===== config.mk =====
export PLATFORM = sky130hd
export DESIGN_NAME = ssd_capture
export DESIGN_NICKNAME = d
export VERILOG_FILES = /design/src/rtl/ssd_capture.sv
export SDC_FILE = /design/constraint.sdc
export NUM_CORES = 1
export LEC_CHECK = 0
export ABC_CLOCK_PERIOD_IN_PS = 5620
export BUFFER_PORTS_ARGS = -buffer_cell sky130_fd_sc_hd__buf_2
export CORE_MARGIN = 5
export CORE_UTILIZATION = 60
export CTS_CLUSTER_DIAMETER = 30
export CTS_CLUSTER_SIZE = 12
export DETAILED_ROUTE_END_ITERATION = 10
export PLACE_DENSITY = 0.8
export SYNTH_ARGS = -nofsm -noshare
export SYNTH_HDL_FRONTEND = slang
export SYNTH_SLANG_ARGS = --single-unit

===== constraint.sdc =====
create_clock -name clk -period 5.62 [get_ports clk]
set_input_delay 0.562 -clock clk [delete_from_list [all_inputs] [get_ports clk]]
set_output_delay 0.562 -clock clk [all_outputs]
set_load 0.01 [all_outputs]

===== src/rtl/ssd_capture.sv =====
// ssd_capture: rebuilds number/score frames from a scanned 8-digit seven-segment bus (optional stats via SSD_CAPTURE_STATS_EN).
module ssd_capture #(
  parameter int SETTLE_CYCLES = 16
) (
  input  logic        clk,
  input  logic        rst_n,
  input  logic [7:0]  anode_in,
  input  logic [6:0]  ssd_in,
  output logic [15:0] number,
  output logic [2:0]  score,
  output logic [4:0]  blank_mask,
  output logic        frame_valid,
  output logic        digit_err,
  output logic        bus_err
`ifdef SSD_CAPTURE_STATS_EN
  ,
  output logic [15:0] frame_count,
  output logic [7:0]  err_count
`endif
);
  localparam logic [15:0] LAST = 16'(SETTLE_CYCLES - 1);
  logic [7:0] a_r, a_p;
  logic [6:0] s_r, s_p;
  logic [15:0] cnt;
  logic captured;
  logic [3:0] seen, bl;
  logic [3:0][3:0] dig;
  logic chg, settle, one_low, multi, bad, take, frame_fire, err_fire;
  logic [3:0] n_low;
  logic [2:0] slot;
  logic [5:0] dec;
  logic [13:0] num_nx;
  function automatic logic [5:0] decode(input logic [6:0] s);
    case (s)
      7'b0000001: decode = 6'd0;
      7'b1001111: decode = 6'd1;
      7'b0010010: decode = 6'd2;
      7'b0000110: decode = 6'd3;
      7'b1001100: decode = 6'd4;
      7'b0100100: decode = 6'd5;
      7'b0100000: decode = 6'd6;
      7'b0001111: decode = 6'd7;
      7'b0000000: decode = 6'd8;
      7'b0000100: decode = 6'd9;
      7'b1111111: decode = 6'b010000;
      default:    decode = 6'b100000;
    endcase
  endfunction
  function automatic logic [13:0] m1000(input logic [3:0] v);
    logic [13:0] x;
    x = 14'(v);
    return (x << 9) + (x << 8) + (x << 7) + (x << 6) + (x << 5) + (x << 3);
  endfunction
  function automatic logic [13:0] m100(input logic [3:0] v);
    logic [13:0] x;
    x = 14'(v);
    return (x << 6) + (x << 5) + (x << 2);
  endfunction
  function automatic logic [13:0] m10(input logic [3:0] v);
    logic [13:0] x;
    x = 14'(v);
    return (x << 3) + (x << 1);
  endfunction
  always_comb begin
    chg = {a_r, s_r} != {a_p, s_p};
    settle = !chg && cnt == LAST && !captured;
    n_low = 4'($countones(~a_r));
    one_low = n_low == 4'd1 && &a_r[7:5];
    multi = n_low > 4'd1;
    slot = !a_r[0] ? 3'd0 : !a_r[1] ? 3'd1 : !a_r[2] ? 3'd2 : !a_r[3] ? 3'd3 : 3'd4;
    dec = decode(s_r);
    bad = dec[5] || (slot == 3'd4 && dec[3:0] > 4'd7);
    take = settle && one_low;
    frame_fire = take && !bad && slot == 3'd4 && &seen;
    err_fire = settle && (multi || (one_low && bad));
    num_nx = m1000(dig[0]) + m100(dig[1]) + m10(dig[2]) + 14'(dig[3]);
  end
  always_ff @(posedge clk or negedge rst_n)
    if (!rst_n) begin
      a_r <= '1;
      a_p <= '1;
      s_r <= '1;
      s_p <= '1;
      cnt <= '0;
      captured <= 1'b0;
      seen <= '0;
      bl <= '0;
      dig <= '0;
      number <= '0;
      score <= '0;
      blank_mask <= '1;
      frame_valid <= 1'b0;
      digit_err <= 1'b0;
      bus_err <= 1'b0;
    end else begin
      a_r <= anode_in;
      s_r <= ssd_in;
      a_p <= a_r;
      s_p <= s_r;
      cnt <= chg ? '0 : cnt == LAST ? cnt : cnt + 16'd1;
      captured <= chg ? 1'b0 : captured | settle;
      frame_valid <= frame_fire;
      digit_err <= take && bad;
      bus_err <= settle && multi;
      if (frame_fire) begin
        number <= {2'b00, num_nx};
        score <= dec[2:0];
        blank_mask <= {dec[4], bl};
      end
      // bad patterns and incomplete score-slot arrivals both abandon the frame
      if (take && (bad || (slot == 3'd4 && !(&seen))))
        seen <= '0;
      else if (take && slot != 3'd4) begin
        dig[slot[1:0]] <= dec[3:0];
        bl[slot[1:0]] <= dec[4];
        seen <= slot == 3'd0 ? 4'b0001 : seen | (4'b0001 << slot[1:0]);
      end
    end
`ifdef SSD_CAPTURE_STATS_EN
  always_ff @(posedge clk or negedge rst_n)
    if (!rst_n) begin
      frame_count <= '0;
      err_count <= '0;
    end else begin
      frame_count <= frame_count + 16'(frame_fire);
      err_count <= err_count + 8'(err_fire && err_count != 8'hff);
    end
`endif
endmodule


### Word-level counts from Yosys, hierarchy flattened

Cells that the tools add are included.

| storage, ports and cells | value |
|---|---|
| bits in writable memories | 0 |
| latch bits | 0 |
| register bits | 96 |
| bits of input ports | 17 |
| ROM bits | 0 |
| output and inout port bits | 27 |
| memories kept | 0 |

| operators by class | value |
|---|---|
| order comparisons | 4 |
| muxes and demuxes | 17 |
| reduce and logical (&&, ||, !) cells | 26 |
| bitwise operators | 4 |
| add/subtract/negate cells | 19 |
| shift operators | 1 |
| div/mod/pow operators | 0 |
| eq/ne operators | 16 |
| multiply operators | 0 |

Operator list:

| cell | number |
|---|---|
| $pmux 6 s11 | 1 |
| $mux 16 | 2 |
| $eq 7x7->1 const B | 3 |
| $add 16x1->16 const B | 1 |
| $bwmux 16 | 1 |
| $eq 16x4->1 const B | 1 |
| $mux 4 | 4 |
| $ne 15x15->1 | 1 |
| $add 13x12->14 | 1 |
| $add 14x10->14 | 1 |
| $add 14x11->14 | 1 |
| $add 14x12->14 | 1 |
| $add 14x4->14 | 1 |
| $add 14x7->14 | 1 |
| $add 14x8->14 | 1 |
| $add 14x9->14 | 1 |
| $eq 7x3->1 const B | 2 |
| $eq 7x6->1 const B | 2 |
| $logic_and 1x1->1 | 14 |
| $add 11x6->12 | 1 |
| $mux 3 | 4 |
| $add 10x9->11 | 1 |
| $add 1x1->2 | 4 |
| $add 7x5->8 | 1 |
| other kinds (30) | 36 |

### Longest topological paths before layout

| logic depth | value |
|---|---|
| depth in word-level cells | 11 |
| mapped depth | 14 |
| depth with buffers taken out | 14 |

### Worst setup path before layout

Ideal clock, no wire load.

| timing path | value |
|---|---|
| path type | reg-to-reg |
| start | reg a_r[0] |
| end | reg number[3] |
| data arrival time | 4.253 ns |
| stages on the path, launching flop included | 13 |
| required time | 5.495 ns |
| path buffers | 1 |
| clock period less this slack | 4.378 ns |
| slack | 1.242 ns |
| cells stage by stage | dfstp_2 inv_1 fa_1 fa_1 fa_1 ha_1 fa_1 nor4bb_1 a21oi_1 nor4_4 o2111ai_4 buf_6 mux2_4 |

| on the way | value |
|---|---|
| cells in the longest elaborated chain, start to end | 10 |
| elaborated cells between the ends (all ways) | 19 |

RTL lines:

| element | line | text |
|---|---|---|
| start, declared | 22 | `logic [7:0] a_r, a_p;` |
| start signal, assigned | 96 | `a_r <= anode_in;` |
| $not 8->8 | 67 | `n_low = 4'($countones(~a_r));` |
| $add 1x1->2 (implied by the code) | 67 |  |
| $add 2x2->3 (implied by the code) | 67 |  |
| $add 3x3->4 (implied by the code) | 67 |  |
| $eq 4x1->1 | 68 | `one_low = n_low == 4'd1 && &a_r[7:5];` |
| $logic_and 1x1->1 | 68 |  |
| $logic_and 1x1->1 | 73 | `take = settle && one_low;` |
| $logic_and 1x1->1 | 74 | `frame_fire = take && !bad && slot == 3'd4 && &seen;` |
| $logic_and 1x1->1 * (2 in a row) | 74 |  |
| end signal, assigned | 106 | `number <= {2'b00, num_nx};` |
| end, declared | 9 | `output logic [15:0] number,` |

Mark *: on every way between the ends. The rest lies on a longest branch, timed or not.
A chain may end at the register's enable or synchronous reset.

### Worst setup path in the final report

| timing path | value |
|---|---|
| start | reg a_r[0] |
| end | reg number[4] |

Same word-level chain as after synthesis.

==> impl_metrics.csv <==
group,metric,value,unit
floorplanning,core_area,8680,µm²
timing,fin_crit,4910,ps
yosys,syn_inst,484,
clock_network,clkSinkCount,96,
layout,fill_cells,664,
timing,hold_ws,190,ps
yosys,ys_ff_latch,96,
worst_setup_path,reg2reg_depth,11,
timing,skew,14.8,ps
yosys,synth.area.top_cells,"dfrtp_1 29%, dfstp_2 17%, fa_1 11%",
yosys,yosysTopAreaCell,"dfrtp_1",
worst_setup_path,crit_chain,"inv_1 > fa_1 > fa_1 > fa_1 > ha_1 > fa_1 > nor4bb_1 > a21oi_1 > nor4_4 > o2111ai_4 > mux2_4",
layout,drive_above_1_share,20.8,%
timing,setup_ws,713,ps
clock_network,clk-insertion-delay-late,370,ps
worst_setup_path,r2r_start,"a_r[0]",
layout,area_growth,8.65,%
route,drt-initial-drc-count,187,
clock_network,clkTransAtPathRegs,90,ps
worst_setup_path,criticalPathCategory,"flop to flop",
grt,grt-ovfl-total,0,
yosys,ys_types,53,
grt,grt_start_max_net_pins,50,
min_path,hold_path.class,"primary input to async pin",
floorplanning,start_util,61.2,%
clock_network,cts_resized,0,
clock_network,cts_buffers,9,
outcome,status,"complete, no violations",
route,ant_nets,0,
yosys,avgSynthCellArea,11.0,µm²
timing,maxSlewViolCount,0,
worst_setup_path,crit_required,5870,ps
clock_network,cts_hold_buf,0,
clock_network,cts_tree,"done",
timing,grt_setup_unrepaired,"false",
clock_network,clockBufferDepth,2,
route,vias,3469,
worst_setup_path,setup.worst_path.end_class,"flop",
yosys,yosysTopAreaCellShare,28.7,%
route,routed_wl,9520,µm
timing,hold_violations,0,
placement,place.gp.congestion,0.817,
clock_network,cts-root-buf,"clkbuf_8",
placement,port_buffers,41,
worst_setup_path,cp.arrival,5160,ps
layout,final_nets,591,
yosys,synthTopCellsByCount,"61 x dfrtp_1, 53 x inv_1, 49 x nand2_1, 42 x o21ai_0, 35 x dfstp_2",
power_and_ir_drop,power.density,223,nW/µm²
timing,fmax,204,MHz
timing,setup_viol,0,
clock_network,post_cts_buffers,0,
grt,grt_pass1_wl,16900,µm
yosys,async_flop_share,100,%
yosys,yosysSeqAreaShare,46.1,%
clock_network,cts_max_level,3,
floorplanning,rows,34,
worst_setup_path,cpMostUsedCell,"fa_1",
timing,fin_setup_tns,0,ps
timing,period_share,87.3,%
worst_setup_path,cp_max_fo,34,
timing,slew_headroom,36.3,%
yosys,yosysWarnings,0,
yosys,synth_edf_count,0,
worst_setup_path,reg2reg_to,"number[4]",
grt,track_usage,18.8,%
layout,antennaDiodeCount,0,
worst_setup_path,critPathSlowestCell,"dfstp_2",
grt,antenna_found_initial,0,
worst_setup_path,cp-start-kind,"flop",
worst_setup_path,r2r_setup_slack,710,ps
yosys,synth_ff_type,"dfrtp_1",
yosys,syn-cell-area,5310,µm²
timing,worst_slew_pin_slew,956,ps
placement,hpwl,7030,µm
floorplanning,die_area,10800,µm²
route,remaining_drc_errors,0,
floorplanning,ioPinCount,44,
yosys,synth_most_common_cell,"dfrtp_1",
flow_run,maxCapViolCount,0,
route,dr.pass1.iters,4,
floorplanning,die_w,104,µm
grt,first_global_vias,3519,
route,vias_per_cell,5.50,
power_and_ir_drop,p_leak,2.74,nW
power_and_ir_drop,irDropWorstVdd,0.155,mV
floorplanning,die_y,104,µm
worst_setup_path,slowest_delay,610,ps
placement,place_ws,733,ps
route,avgRoutedWirePerCell,15.1,µm
[cell families after synthesis]
family                   Yosys count  synth area share (%)
buffers and inverters             73                  5.73
AO/OA/AOI/OAI                     75                  9.35
XOR/XNOR                          37                  6.10
AND/OR/NAND/NOR                  135                  12.8
other                              1                0.0706
adder cells (fa/ha/maj)           56                  17.2
multiplexers                      11                  2.73
flip-flops                        96                  46.1
[area by class of cell]
class | count | area [µm²] | area share [%]
clock buffers | 10 | 138 | 2.39
clock inverters | 6 | 72.6 | 1.26
inverters | 53 | 199 | 3.45
multi-input cells | 316 | 2560 | 44.4
flip-flops and latches | 96 | 2450 | 42.4
well taps | 108 | 135 | 2.34
repair buffers | 42 | 215 | 3.73
[power by group]
part / internal, mW / total [mW] / leakage [nW] / switching, mW
logic: 0.0323 / 0.0787 / 1.41 / 0.0464
registers: 0.711 / 0.727 / 1.22 / 0.0157
clock network: 0.225 / 0.479 / 0.110 / 0.254
[routing by layer]
metal	vias up	share of wire, %	track usage (%)
met1	1683	44	25.8
met2	93	50	30.3
met5	-	0	0
li1	1679	-	-
met4	0	1.9	6.66
met3	14	4.5	3.35
[sequential cells by signal (all words and copies together) (netlist names)]
register / count
number: 14
captured: 1
score: 3
a_p: 8
seen: 4
frame_valid: 1
s_r: 7
s_p: 7
a_r: 8
cnt: 16
digit_err: 1
bl: 4
blank_mask: 5
bus_err: 1
dig: 16
[stage by stage]
stage | instance area, µm² | utilization, % | total power, mW | std cells
floorplan | 5310 | - | 0.788 | 485
global placement | 5560 | 64.1 | 0.813 | 615
detailed placement | 5560 | 64.1 | 0.818 | 615
CTS | 5770 | 66.5 | 1.29 | 631
global route | 5770 | 66.5 | 1.33 | 631
finish | 5770 | 66.5 | 1.28 | 631
[worst max-delay path: cells and delay by family, from the launching register on]
kind | cells | cell delay [ps]
compound gates | 2 | 740
flops | 1 | 610
fa+ha+maj | 5 | 2160
buf+inv | 1 | 100
simple gates | 2 | 710
mux | 1 | 480
[layout by cell type (no fill, tap or decap), drive strengths merged, types with 4 or more instances in the layout]
cell | synthesis | final
dfrtp | 61 | 61
inv | 53 | 57
nand2 | 49 | 49
o21ai | 42 | 42
buf | 13 | 42
dfstp | 35 | 35
xor2 | 29 | 29
fa | 28 | 28
ha | 28 | 28
nor2 | 24 | 24
a21oi | 11 | 11
nand3 | 11 | 11
clkbuf | 7 | 10
mux2 | 10 | 10
nor4 | 9 | 9
nor3 | 8 | 8
xnor2 | 8 | 8
nand4 | 7 | 7
and3 | 6 | 6
o2111ai | 5 | 5
or3 | 4 | 4
[worst max path at each step]
stage	cells past startpoint	startpoint	end
6_report	11	a_r[0]	number[4]
3_5_place_dp	11	a_r[0]	number[4]
2_1_floorplan	12	a_r[0]	number[3]
3_3_place_gp	11	a_r[0]	number[3]
4_1_cts	11	a_r[0]	number[4]
5_1_grt	11	a_r[0]	number[4]
No activity file was read; power rests on OpenSTA's default activity.
